`config.mk`:
```
export PLATFORM = sky130hd
export DESIGN_NAME = gbfact_stream_ctrl
export DESIGN_NICKNAME = d
export VERILOG_FILES = /design/src/rtl/gbfact_pkg.sv /design/src/rtl/gbfact_out_buf.sv /design/src/rtl/gbfact_stream_ctrl.sv
export SDC_FILE = /design/constraint.sdc
export NUM_CORES = 1
export LEC_CHECK = 0
export ABC_AREA = 1
export BUFFER_PORTS_ARGS = -buffer_cell sky130_fd_sc_hd__clkbuf_2
export CAP_MARGIN = 5
export CORE_MARGIN = 4
export CORE_UTILIZATION = 50
export DETAILED_ROUTE_END_ITERATION = 8
export GPL_ROUTABILITY_DRIVEN = 1
export HOLD_SLACK_MARGIN = 0.08
export PLACE_DENSITY = 0.75
export RECOVER_POWER = 100
export SLEW_MARGIN = 20
export SYNTH_ARGS = -nofsm -noshare
export SYNTH_HDL_FRONTEND = slang
export SYNTH_SLANG_ARGS = --single-unit
```
`constraint.sdc`:
```
create_clock -name clk -period 4.6 [get_ports clk]
set_input_delay 0.92 -clock clk [delete_from_list [all_inputs] [get_ports clk]]
set_output_delay 0.92 -clock clk [all_outputs]
set_load 0.005 [all_outputs]
```
`src/rtl/gbfact_pkg.sv`:
```
// Shared defaults and types for the activation global-buffer stream controller.
// The optional high-water-mark port is enabled with GBFACT_HWM_EN.
package gbfact_pkg;

    localparam int GBFACT_DEPTH_BIT = 6;
    localparam int GBFACT_WIDTH     = 28;
    localparam int OUTBUF_DEPTH     = 2;

    typedef enum logic [1:0] {
        GNT_NONE = 2'd0,
        GNT_WR   = 2'd1,
        GNT_RD   = 2'd2
    } grant_e;

endpackage

```
`src/rtl/gbfact_out_buf.sv`:
```
// Two-entry registered output FIFO holding words returned by the SRAM.
// Entry 0 is always the head; a pop shifts entry 1 forward.
module gbfact_out_buf
    import gbfact_pkg::*;
#(
    parameter int WIDTH = GBFACT_WIDTH
) (
    input  logic             clk,
    input  logic             rst_n,
    input  logic             flush,
    input  logic             push,
    input  logic [WIDTH-1:0] push_data,
    input  logic             rd_ready,
    output logic [1:0]       buf_cnt,
    output logic             rd_valid,
    output logic [WIDTH-1:0] rd_data
);

    logic [1:0]       cnt_q, cnt_d;
    logic [WIDTH-1:0] e0_q, e0_d;
    logic [WIDTH-1:0] e1_q, e1_d;
    logic             pop;

    always_comb begin
        pop   = (cnt_q != 2'd0) && rd_ready;
        cnt_d = cnt_q;
        e0_d  = e0_q;
        e1_d  = e1_q;
        if (flush) begin
            cnt_d = 2'd0;
        end else begin
            case ({push, pop})
                2'b10: begin
                    if (cnt_q == 2'd0) e0_d = push_data;
                    else               e1_d = push_data;
                    cnt_d = cnt_q + 2'd1;
                end
                2'b01: begin
                    e0_d  = e1_q;
                    cnt_d = cnt_q - 2'd1;
                end
                2'b11: begin
                    if (cnt_q == 2'd2) begin
                        e0_d = e1_q;
                        e1_d = push_data;
                    end else begin
                        e0_d = push_data;
                    end
                end
                default: ;
            endcase
        end
    end

    always_ff @(posedge clk or negedge rst_n) begin
        if (!rst_n) begin
            cnt_q <= 2'd0;
            e0_q  <= '0;
            e1_q  <= '0;
        end else begin
            cnt_q <= cnt_d;
            e0_q  <= e0_d;
            e1_q  <= e1_d;
        end
    end

    assign buf_cnt  = cnt_q;
    assign rd_valid = (cnt_q != 2'd0);
    assign rd_data  = e0_q;

endmodule

```
`src/rtl/gbfact_stream_ctrl.sv`:
```
// Ready/valid FIFO front-end for the single-port activation buffer SRAM.
// Define GBFACT_HWM_EN to add the count high-water-mark output hwm.
module gbfact_stream_ctrl
    import gbfact_pkg::*;
#(
    parameter int SRAM_DEPTH_BIT = GBFACT_DEPTH_BIT,
    parameter int SRAM_WIDTH     = GBFACT_WIDTH
) (
    input  logic                      clk,
    input  logic                      rst_n,
    input  logic                      flush,
    input  logic                      wr_valid,
    output logic                      wr_ready,
    input  logic [SRAM_WIDTH-1:0]     wr_data,
    output logic                      rd_valid,
    input  logic                      rd_ready,
    output logic [SRAM_WIDTH-1:0]     rd_data,
    output logic [SRAM_DEPTH_BIT-1:0] ram_addr_w,
    output logic [SRAM_DEPTH_BIT-1:0] ram_addr_r,
    output logic                      ram_write_en,
    output logic                      ram_read_en,
    output logic [SRAM_WIDTH-1:0]     ram_data_in,
    input  logic [SRAM_WIDTH-1:0]     ram_data_out,
    output logic [SRAM_DEPTH_BIT:0]   count
`ifdef GBFACT_HWM_EN
    ,
    output logic [SRAM_DEPTH_BIT:0]   hwm
`endif
);

    localparam int AW = SRAM_DEPTH_BIT;
    localparam int CW = SRAM_DEPTH_BIT + 1;

    logic            run_q;
    logic [AW-1:0]   wptr_q, wptr_d;
    logic [AW-1:0]   rptr_q, rptr_d;
    logic [CW-1:0]   ram_cnt_q, ram_cnt_d;
    logic            inflight_q, inflight_d;
    logic            rr_q, rr_d;
    logic [CW-1:0]   count_q, count_d;
    logic [AW-1:0]   addr_w_q, addr_r_q;
    logic [SRAM_WIDTH-1:0] data_in_q;
    logic [1:0]      buf_cnt;
    logic            wr_req, rd_req, pop;
    grant_e          gnt;

    // ram_cnt MSB set means exactly DEPTH words are stored
    assign wr_req = run_q && wr_valid && !ram_cnt_q[AW] && !flush;
    assign rd_req = (ram_cnt_q != '0) && !flush &&
                    ((3'(buf_cnt) + 3'(inflight_q)) < 3'(OUTBUF_DEPTH));

    always_comb begin
        gnt  = GNT_NONE;
        rr_d = rr_q;
        if (wr_req && rd_req) begin
            gnt  = rr_q ? GNT_WR : GNT_RD;
            rr_d = !rr_q;
        end else if (wr_req) begin
            gnt = GNT_WR;
        end else if (rd_req) begin
            gnt = GNT_RD;
        end
        if (flush) rr_d = 1'b0;
    end

    assign wr_ready     = (gnt == GNT_WR);
    assign ram_write_en = (gnt == GNT_WR);
    assign ram_read_en  = (gnt == GNT_RD);
    assign ram_addr_w   = ram_write_en ? wptr_q : addr_w_q;
    assign ram_data_in  = ram_write_en ? wr_data : data_in_q;
    assign ram_addr_r   = ram_read_en ? rptr_q : addr_r_q;
    assign pop          = rd_valid && rd_ready;

    always_comb begin
        wptr_d     = wptr_q;
        rptr_d     = rptr_q;
        ram_cnt_d  = ram_cnt_q;
        inflight_d = ram_read_en;
        count_d    = count_q + CW'(ram_write_en) - CW'(pop);
        case (gnt)
            GNT_WR: begin
                wptr_d    = wptr_q + AW'(1);
                ram_cnt_d = ram_cnt_q + CW'(1);
            end
            GNT_RD: begin
                rptr_d    = rptr_q + AW'(1);
                ram_cnt_d = ram_cnt_q - CW'(1);
            end
            default: ;
        endcase
        if (flush) begin
            wptr_d     = '0;
            rptr_d     = '0;
            ram_cnt_d  = '0;
            inflight_d = 1'b0;
            count_d    = '0;
        end
    end

    always_ff @(posedge clk or negedge rst_n) begin
        if (!rst_n) begin
            run_q      <= 1'b0;
            wptr_q     <= '0;
            rptr_q     <= '0;
            ram_cnt_q  <= '0;
            inflight_q <= 1'b0;
            rr_q       <= 1'b0;
            count_q    <= '0;
            addr_w_q   <= '0;
            addr_r_q   <= '0;
            data_in_q  <= '0;
        end else begin
            run_q      <= 1'b1;
            wptr_q     <= wptr_d;
            rptr_q     <= rptr_d;
            ram_cnt_q  <= ram_cnt_d;
            inflight_q <= inflight_d;
            rr_q       <= rr_d;
            count_q    <= count_d;
            addr_w_q   <= ram_addr_w;
            addr_r_q   <= ram_addr_r;
            data_in_q  <= ram_data_in;
        end
    end

    assign count = count_q;

    gbfact_out_buf #(
        .WIDTH(SRAM_WIDTH)
    ) u_out_buf (
        .clk      (clk),
        .rst_n    (rst_n),
        .flush    (flush),
        .push     (inflight_q && !flush),
        .push_data(ram_data_out),
        .rd_ready (rd_ready),
        .buf_cnt  (buf_cnt),
        .rd_valid (rd_valid),
        .rd_data  (rd_data)
    );

`ifdef GBFACT_HWM_EN
    logic [CW-1:0] hwm_q, hwm_d;

    always_comb begin
        hwm_d = (count_q > hwm_q) ? count_q : hwm_q;
    end

    always_ff @(posedge clk or negedge rst_n) begin
        if (!rst_n) hwm_q <= '0;
        else        hwm_q <= hwm_d;
    end

    assign hwm = hwm_q;
`endif

endmodule

```
# --- Word level (Yosys, flattened, before mapping) ---
# Index checks and enable logic that the tools add are counted.
word_totals:
  regBits: 127
  in_bits: 61
  out_inout_bits: 79
  wordCells: 81
op_classes:
  add_sub_neg: 9
  order_cmp: 1
  n_eq_ne: 9
  mux: 25
  n_bitwise: 1
  n_reduce_logical: 23
ops:
  columns: ["op", "n"]
  rows:
  - ["28-bit 2-to-1 mux", 5]
  - ["28-bit one-hot mux with 3 select lines", 1]
  - ["28-bit one-hot mux with 2 select lines", 1]
  - ["6-bit 2-to-1 mux", 6]
  - ["7-bit 2-to-1 mux", 2]
  - ["7-bit one-hot mux with 2 select lines", 1]
  - ["6-bit by 1-bit adder with 6-bit output, second input constant", 2]
  - ["2-bit 2-to-1 mux", 5]
  - ["2-bit nonzero test", 5]
  - ["3-bit nonzero test", 3]
  - ["2-bit equality test, second input constant", 4]
  - ["1-bit logical AND", 8]
  - ["7-bit by 1-bit adder with 7-bit output", 1]
  - ["7-bit by 1-bit adder with 7-bit output, second input constant", 1]
  - ["7-bit nonzero test", 1]
  - ["7-bit by 1-bit subtractor with 7-bit output", 1]
  - ["7-bit by 1-bit subtractor with 7-bit output, second input constant", 1]
  - ["2-bit by 1-bit equality test with 1-bit output, second input constant", 2]
  - ["2-bit by 1-bit != test with 1-bit output, second input constant", 2]
  - ["2-bit one-hot mux with 2 select lines", 1]
  - ["4-bit AND reduction", 1]
  - ["2-bit by 1-bit adder with 3-bit output", 1]
  - ["1-bit zero test", 3]
  - ["3-bit by 2-bit less-than comparator with 1-bit output, second input constant", 1]
  - ["7 further kinds", 9]

# --- Longest topological paths before layout ---
# Gate-level depths: netlist of run 1.
logic_depth:
  ltp_word: 10
  ltp_mapped: 17
  ltp_nobuf: 16

# --- Cells and area by module ---
# Synthesis of run 1 repeated with hierarchy kept, for this count alone.
unflattened:
  hier_cells: 737
  area_unflattened_um2: 6109.6
modules_own_cells:
  columns: ["module", "n_inst", "cells_each", "area_per_inst_um2", "seq_area_each_um2"]
  rows:
  - ["gbfact_stream_ctrl", 1, 404, 3339.5, 1726.7]
  - ["gbfact_out_buf", 1, 333, 2770.2, 1451.4]

# --- Least setup slack after synthesis of run 1 ---
# Ideal clock, no wire load.
synth_timing:
  path_kind: "input-to-reg"
  start: "in flush"
  end: "reg count_q[6], in the netlist count[6]"
  setup_time_ps: 126
  arrival_ps: 3120
  required_time_ps: 4474
  path_slack_ps: 1353
  path_stages: 16
  path_buffers: 2
  path_cell_list: "buf_6 -> nor2_4 -> nand2_4 -> inv_1 -> nand2_2 -> inv_2 -> clkbuf_1 -> ha_1 -> inv_1 -> fa_1 -> o31ai_1 -> nand2_1 -> nand2_1 -> a21oi_1 -> o21ai_0 -> a21oi_1"
synth_via:
  elab_chain_len: 10
  elab_cells_between_ends: 12
  cone_classes: "add/sub: 2; eq/ne: 1; mux: 4; reduce/logical: 5"
synth_rtl:
  columns: ["element", "line", "text"]
  rows:
  - ["start, declared", "gbfact_stream_ctrl.sv:11", "input logic flush,"]
  - ["1-bit zero test (*)", "gbfact_stream_ctrl.sv:48, gbfact_stream_ctrl.sv:49", null]
  - ["1-bit logical AND (2 in series)", "gbfact_stream_ctrl.sv:49", "assign rd_req = (ram_cnt_q != '0) && !flush &&"]
  - ["2-bit 2-to-1 mux", "gbfact_stream_ctrl.sv:60", "end else if (rd_req) begin"]
  - ["2-bit 2-to-1 mux", "gbfact_stream_ctrl.sv:58", "end else if (wr_req) begin"]
  - ["2-bit 2-to-1 mux (*)", "gbfact_stream_ctrl.sv:55", "if (wr_req && rd_req) begin"]
  - ["2-bit by 1-bit equality test with 1-bit output (*)", "gbfact_stream_ctrl.sv:67", "assign ram_write_en = (gnt == GNT_WR);"]
  - ["net ram_write_en", "gbfact_stream_ctrl.sv:20", "output logic ram_write_en,"]
  - ["7-bit by 1-bit adder with 7-bit output (*)", "gbfact_stream_ctrl.sv:79", "count_d = count_q + CW'(ram_write_en) - CW'(pop);"]
  - ["7-bit by 1-bit subtractor with 7-bit output (*)", "gbfact_stream_ctrl.sv:79", null]
  - ["7-bit 2-to-1 mux (*)", "gbfact_stream_ctrl.sv:91", "if (flush) begin"]
  - ["net count_d[6]", "gbfact_stream_ctrl.sv:40", "logic [CW-1:0] count_q, count_d;"]
  - ["end signal, assigned", "gbfact_stream_ctrl.sv:119", "count_q <= count_d;"]
  - ["end, declared", "gbfact_stream_ctrl.sv:40", null]
# Mark *: on every way through the listed nets, which the timed path passes. The rest lies on a longest branch.
# A chain may end at the register's enable or synchronous reset.

# --- Worst setup path after layout of run 1 ---
layout_timing:
  start: "in flush"
  end: "out ram_addr_w[2]"
layout_via:
  elab_chain_len: 8
  elab_cells_between_ends: 10
  cone_classes: "eq/ne: 1; mux: 4; reduce/logical: 5"
layout_rtl:
  columns: ["element", "line", "text"]
  rows:
  - ["1-bit zero test (*)", "gbfact_stream_ctrl.sv:48, gbfact_stream_ctrl.sv:49", null]
  - ["1-bit logical AND (2 in series)", "gbfact_stream_ctrl.sv:49", null]
  - ["2-bit 2-to-1 mux", "gbfact_stream_ctrl.sv:60", null]
  - ["2-bit 2-to-1 mux", "gbfact_stream_ctrl.sv:58", null]
  - ["2-bit 2-to-1 mux (*)", "gbfact_stream_ctrl.sv:55", null]
  - ["2-bit by 1-bit equality test with 1-bit output (*)", "gbfact_stream_ctrl.sv:67", null]
  - ["6-bit 2-to-1 mux (*)", "gbfact_stream_ctrl.sv:69", "assign ram_addr_w = ram_write_en ? wptr_q : addr_w_q;"]
  - ["end, declared", "gbfact_stream_ctrl.sv:18", "output logic [SRAM_DEPTH_BIT-1:0] ram_addr_w,"]
# Every way passes the cells marked *; elsewhere a longest branch is shown, timed or not.

==> reports/metrics.csv, run 1 <==
metric,value,unit
outcome,finished with violations,
maxSlewViolCount,142,
drt-initial-drc-count,336,
multi_input_area,2120,µm²
grt_overflow_total,0,
path_clk_slew,0.05,ns
arrival,3.08,ns
synthesis.nets,764,
ys.flop_type,dfrtp_1,
yosys_warnings,0,
synthArstFlopShare,100,%
synth_xor_area_share,0.896,%
dr.pass1.iters,4,
postCtsSetupRepairBufs,0,
yosys.area_share.simple,18.2,%
drive_gt1_share,15.8,%
cts_hold_buf,0,
synth_compound_area_share,14.1,%
clock-root-buffer,clkbuf_16,
die_w,116,µm
synth_area,5870,µm²
wl_per_cell,13.3,µm
power.density,676,nW/µm²
fmax,0.250,GHz
fin_area,7240,µm²
cts_buffers,17,
num-nets-final,896,
fin_worst_skew,0.0112,ns
path_buf_inv,4,
clk_latency,0.41,ns
ys_types,33,
tightest_slew,2.02,ns
syn2layout_area_growth,23.4,%
crit_path_cell_trace,clkbuf_1 > inv_1 > nand3_1 > nor2_2 > nand2_1 > nand2_2 > buf_4 > nand2_1 > o21ai_0 > clkbuf_2,
holdCritPathClass,register to register,
grt_pass1_vias,4660,
register_area,3180,µm²
slew_headroom,-34.4,%
cp_max_fo,42,
worst_setup_path_start_kind,input pin,
cp-end-kind,primary output,
synth_commonest_cells,"206 x nand2_1, 127 x dfrtp_1, 106 x inv_1",
grt_max_degree,85,
clock_path_buffers,2,
htree_levels,4,
cp_top_family,buffers and inverters,
synthMuxAreaShare,0,%
io-pin-count,140,
synth.most_common_cell,nand2_1,
cts_resized,0,
p_leak,3.87,nW
fill_cells,990,
ys_ff_latch,127,
setup_tns,0,ns
finalSetupViolCount,0,
antenna_found_initial,0,
die_h,116,µm
synth_fa_ha_area_share,2.69,%
drv_cap,2,
slowest_delay,0.51,ns
total_power,4.89,mW
core-area,11500,µm²
synth_top_family_by_area,simple AND/OR/NAND/NOR gates,
gp_congestion,0.875,
grt_pass1_wl,21400,µm
fin_crit,4.00,ns
synth_edf_count,0,
vias_per_cell,4.99,
portBuffers,139,
cts_tree,done,
grt_util_all_layers,20.0,%
period_share,86.9,%
critPathSlowestCell,inv_1,
cp.required,3.68,ns
num_antenna_cells,0,
final_antenna_net_count,0,
violations,"capacitance limit, slew limit",
synth_top_area_share,54.2,%
yosys.area.top_type,dfrtp_1,
dpl_cell_area,6650,µm²
die_area,13500,µm²
row_count,39,
rsz0062_at_grt,no,
wl,13000,µm
synth.top_cells.by_area,"dfrtp_1 54%, nand2_1 13%, o21ai_0 6.8%",
peakVddDrop,402,µV
num_vias,4883,
start_util,51.2,%
avgSynthCellArea,8.49,µm²
dp_hpwl,9080,µm
ys_seq_area_share,54.2,%
path_common_cell,nand2_1,
hold_viol,0,
clock-sinks,127,
route.detailed.drc,0,
worstSetupPathType,input pin to primary output,
syn_inst,691,
## tightest hold or removal path: stages (launching register included)
cell	delay, ns
dfrtp_1	0.31
nand2_1	0.05
nand2_1	0.07
## final cells by class
type | count | share of cell area, %
well taps | 143 | 2.47
clock buffers | 24 | 7.07
inverters | 110 | 5.71
multi-input cells | 423 | 29.4
clock inverters | 8 | 2.40
repair buffers | 144 | 9.08
flip-flops and latches | 127 | 43.9
## logic make-up (layout without fill, tap and decap cells)
family	after synthesis	in the layout
flops	127	127
simple gates	264	264
buf+inv	141	286
compound gates	140	140
other cells	1	1
xor+xnor	6	6
fa+ha+maj	12	12
## metal layers
metal | vias up | routed length (µm) | track usage [%]
li1 | 2445 | - | -
met1 | 2290 | 5920 | 26.2
met2 | 135 | 6120 | 32.3
met3 | 13 | 759 | 5.08
met4 | 0 | 196 | 7.50
met5 | - | 0 | 0
## final timing paths
check | endpoint | slack (ns) | start | cells past startpoint
min in group asynchronous | addr_r_q[0]$_DFF_PN0_ | 1.08 | rst_n | 1
max | ram_addr_w[2] | 0.60 | flush | 10
min reg2reg | data_in_q[19]$_DFF_PN0_ | 0.47 | data_in_q[19]$_DFF_PN0_ | 2
min | data_in_q[19]$_DFF_PN0_ | 0.47 | data_in_q[19]$_DFF_PN0_ | 2
max in group asynchronous | u_out_buf.e1_q[20]$_DFFE_PN0P_ | 1.56 | rst_n | 2
max reg2reg | count[6]$_DFF_PN0_ | 1.59 | ram_cnt_q[6]$_DFFE_PN0P_ | 16
## layout by cell type (no fill, tap or decap), types with 4 or more instances in the layout
master,count
clkbuf_8,6
inv_1,107
ha_1,11
clkbuf_16,17
o211ai_1,33
clkbuf_2,87
xor2_1,4
nand3_1,15
o21ai_0,81
a21oi_1,12
dfrtp_1,127
nand2_1,206
clkbuf_1,54
bufinv_16,5
nor2_1,30
## stage by stage
| step | cells | hold WS (ns) | util (%) | setup slack [ns] |
|---|---|---|---|---|
| CTS | 979 | 0.476 | 63.9 | 0.881 |
| global placement | 947 | 0.458 | 57.9 | 0.893 |
| detailed placement | 947 | 0.463 | 57.9 | 0.801 |
| floorplan | 691 | 0.454 | - | 1.35 |
| finish | 979 | 0.469 | 63.1 | 0.602 |
| global route | 979 | 0.501 | 63.1 | 0.361 |
## where the power goes
part           switching (mW)  internal (mW)  leakage [nW]
clock network           0.466           1.05         0.329
logic                   0.970          0.604          1.92
registers               0.238           1.57          1.62
total                    1.67           3.22          3.87
## state kept, by name, indices dropped and copies added (netlist names)
name and cells:
addr_r_q 6, rr_q 1, u_out_buf.e1_q 28, inflight_q 1, count 7, data_in_q 28, u_out_buf.rd_data 28, u_out_buf.buf_cnt 2
rptr_q 6, addr_w_q 6, run_q 1, ram_cnt_q 7, wptr_q 6
Note: power is estimated with default switching activity, not from simulation.
==> run 2, diff against run 1 <==
--- a/config.mk
+++ b/config.mk
@@ -16,3 +16,3 @@
 export PLACE_DENSITY = 0.75
-export RECOVER_POWER = 100
+export RECOVER_POWER = 50
 export SLEW_MARGIN = 20
--- a/constraint.sdc
+++ b/constraint.sdc
@@ -3,2 +3,2 @@
 set_output_delay 0.92 -clock clk [all_outputs]
-set_load 0.005 [all_outputs]
+set_load 0.1 [all_outputs]
==> run 2 against run 1 <==
The run still ends with capacitance limit, slew limit left. Cell area decreased by 0.35%. Flip-flop and latch count unchanged. Core utilization decreased by 0.22 points. Critical path depth unchanged. Global-route usage increased by 0.45 points. Maximum frequency decreased by 5.5%.
==> reports/metrics.csv, run 2 (same netlist as run 1, synthesis figures left out) <==
metric,value,unit
outcome,finished with violations,
violations,"capacitance limit, slew limit",
multi_input_area,2140,µm²
htree_levels,4,
rsz0062_at_grt,no,
clk_latency,0.41,ns
final.setup.worst_slack,0.367,ns
gp_congestion,0.877,
drt-initial-drc-count,286,
row_count,39,
die_area,13500,µm²
holdPathEnd,data_in_q[6]$_DFF_PN0_,
clock-root-buffer,clkbuf_16,
cp.required,3.68,ns
cts_resized,0,
route.detailed.drc,0,
wl,13200,µm
die_h,116,µm
dr.pass1.iters,4,
slowest_delay,0.38,ns
cts_buffers,17,
num_antenna_cells,0,
fill_cells,944,
regToRegStartpoint,ram_cnt_q[4]$_DFFE_PN0P_,
whs,0.468,ns
worst_setup_path_start_kind,input pin,
clock_path_buffers,2,
setup_tns,0,ns
fin_crit,4.23,ns
grt_overflow_total,0,
layout.cells.most_common,nand2_1,
io-pin-count,140,
syn2layout_area_growth,23.0,%
portBuffers,139,
finalSetupViolCount,0,
fmax,0.236,GHz
arrival,3.31,ns
drv_cap,1,
clock-sinks,127,
wl_per_cell,13.5,µm
die_w,116,µm
slew_headroom,-125,%
hold_start,data_in_q[6]$_DFF_PN0_,
critPathSlowestCell,clkbuf_2,
grt_max_degree,65,
grt_util_all_layers,20.5,%
grt_pass1_wl,21900,µm
fin_worst_skew,0.00768,ns
cp_max_fo,34,
tightest_slew,3.38,ns
vias_per_cell,5.04,
crit_path_cell_trace,clkbuf_2 > inv_2 > nand3_1 > nor2_2 > nand2_1 > nand2_2 > inv_2 > nand2_1 > nand2_1 > clkbuf_2,
reg2reg_to,count[6]$_DFF_PN0_,
hold_viol,0,
holdCritPathClass,register to register,
path_buf_inv,4,
period_share,92.0,%
cp-end-kind,primary output,
num-nets-final,895,
num_vias,4920,
postCtsSetupRepairBufs,0,
cts_tree,done,
worstHoldPathCells,2,
final_cell_mix,"206 x nand2_1, 127 x dfrtp_1, 111 x clkbuf_2",
dp_hpwl,9250,µm
worstSetupPathType,input pin to primary output,
cts_hold_buf,0,
start_util,51.2,%
maxSlewViolCount,64,
path_common_cell,nand2_1,
drive_gt1_share,18.9,%
fin_util,62.9,%
grt_pass1_vias,4805,
final_antenna_net_count,0,
core-area,11500,µm²
path_clk_slew,0.05,ns
antenna_found_initial,0,
regToRegSetupSlack,1.14,ns
place_worst_setup_slack,0.366,ns
cp_top_family,buffers and inverters,
register_area,3180,µm²
reg2reg_depth,16,
run 2: worst register-to-register path: cells and delay by family, from the launching register on:
kind                       cells  cell delay (ns)
buffers and inverters          3             0.72
adders and majority gates      2             0.72
and+or+nand+nor                7             0.89
DFF                            1             0.41
AOI/OAI and AO/OA              4             0.64
run 2: metal layers:
layer,GRT usage (%),wire length [µm],vias up
li1,-,-,2455
met3,6.01,858,22
met5,0,0,-
met2,33.0,6240,158
met4,8.66,281,0
met1,25.9,5790,2285
run 2: how the worst max path moves through the flow:
stage	start	end	slack [ns]	cells after the start
after floorplan	flush	ram_addr_r[1]	-0.18	8
after global placement	flush	ram_addr_w[0]	0.53	10
after detailed placement	flush	ram_addr_w[0]	0.37	10
after CTS	flush	ram_addr_w[0]	0.35	10
after global routing	flush	ram_addr_w[0]	0.14	10
final	flush	ram_addr_w[0]	0.37	10
run 2: final cells by class:
class	count	share of cell area [%]
multi-input combinational	423	29.7
clock buffer	26	7.06
timing repair buffer	143	9.92
clock inverter	5	1.08
tap	143	2.48
sequential	127	44.1
inverter	110	5.73
run 2: through the flow:
step	cell area [µm²]	cells
floorplan	5870	691
global placement	6660	946
detailed placement	6660	946
CTS	7250	977
global route	7210	977
finish	7210	977
Power of run 2 is left out: the tool's default activity adds up to more than one toggle a clock period on the data nets, which glitch-free logic cannot reach.
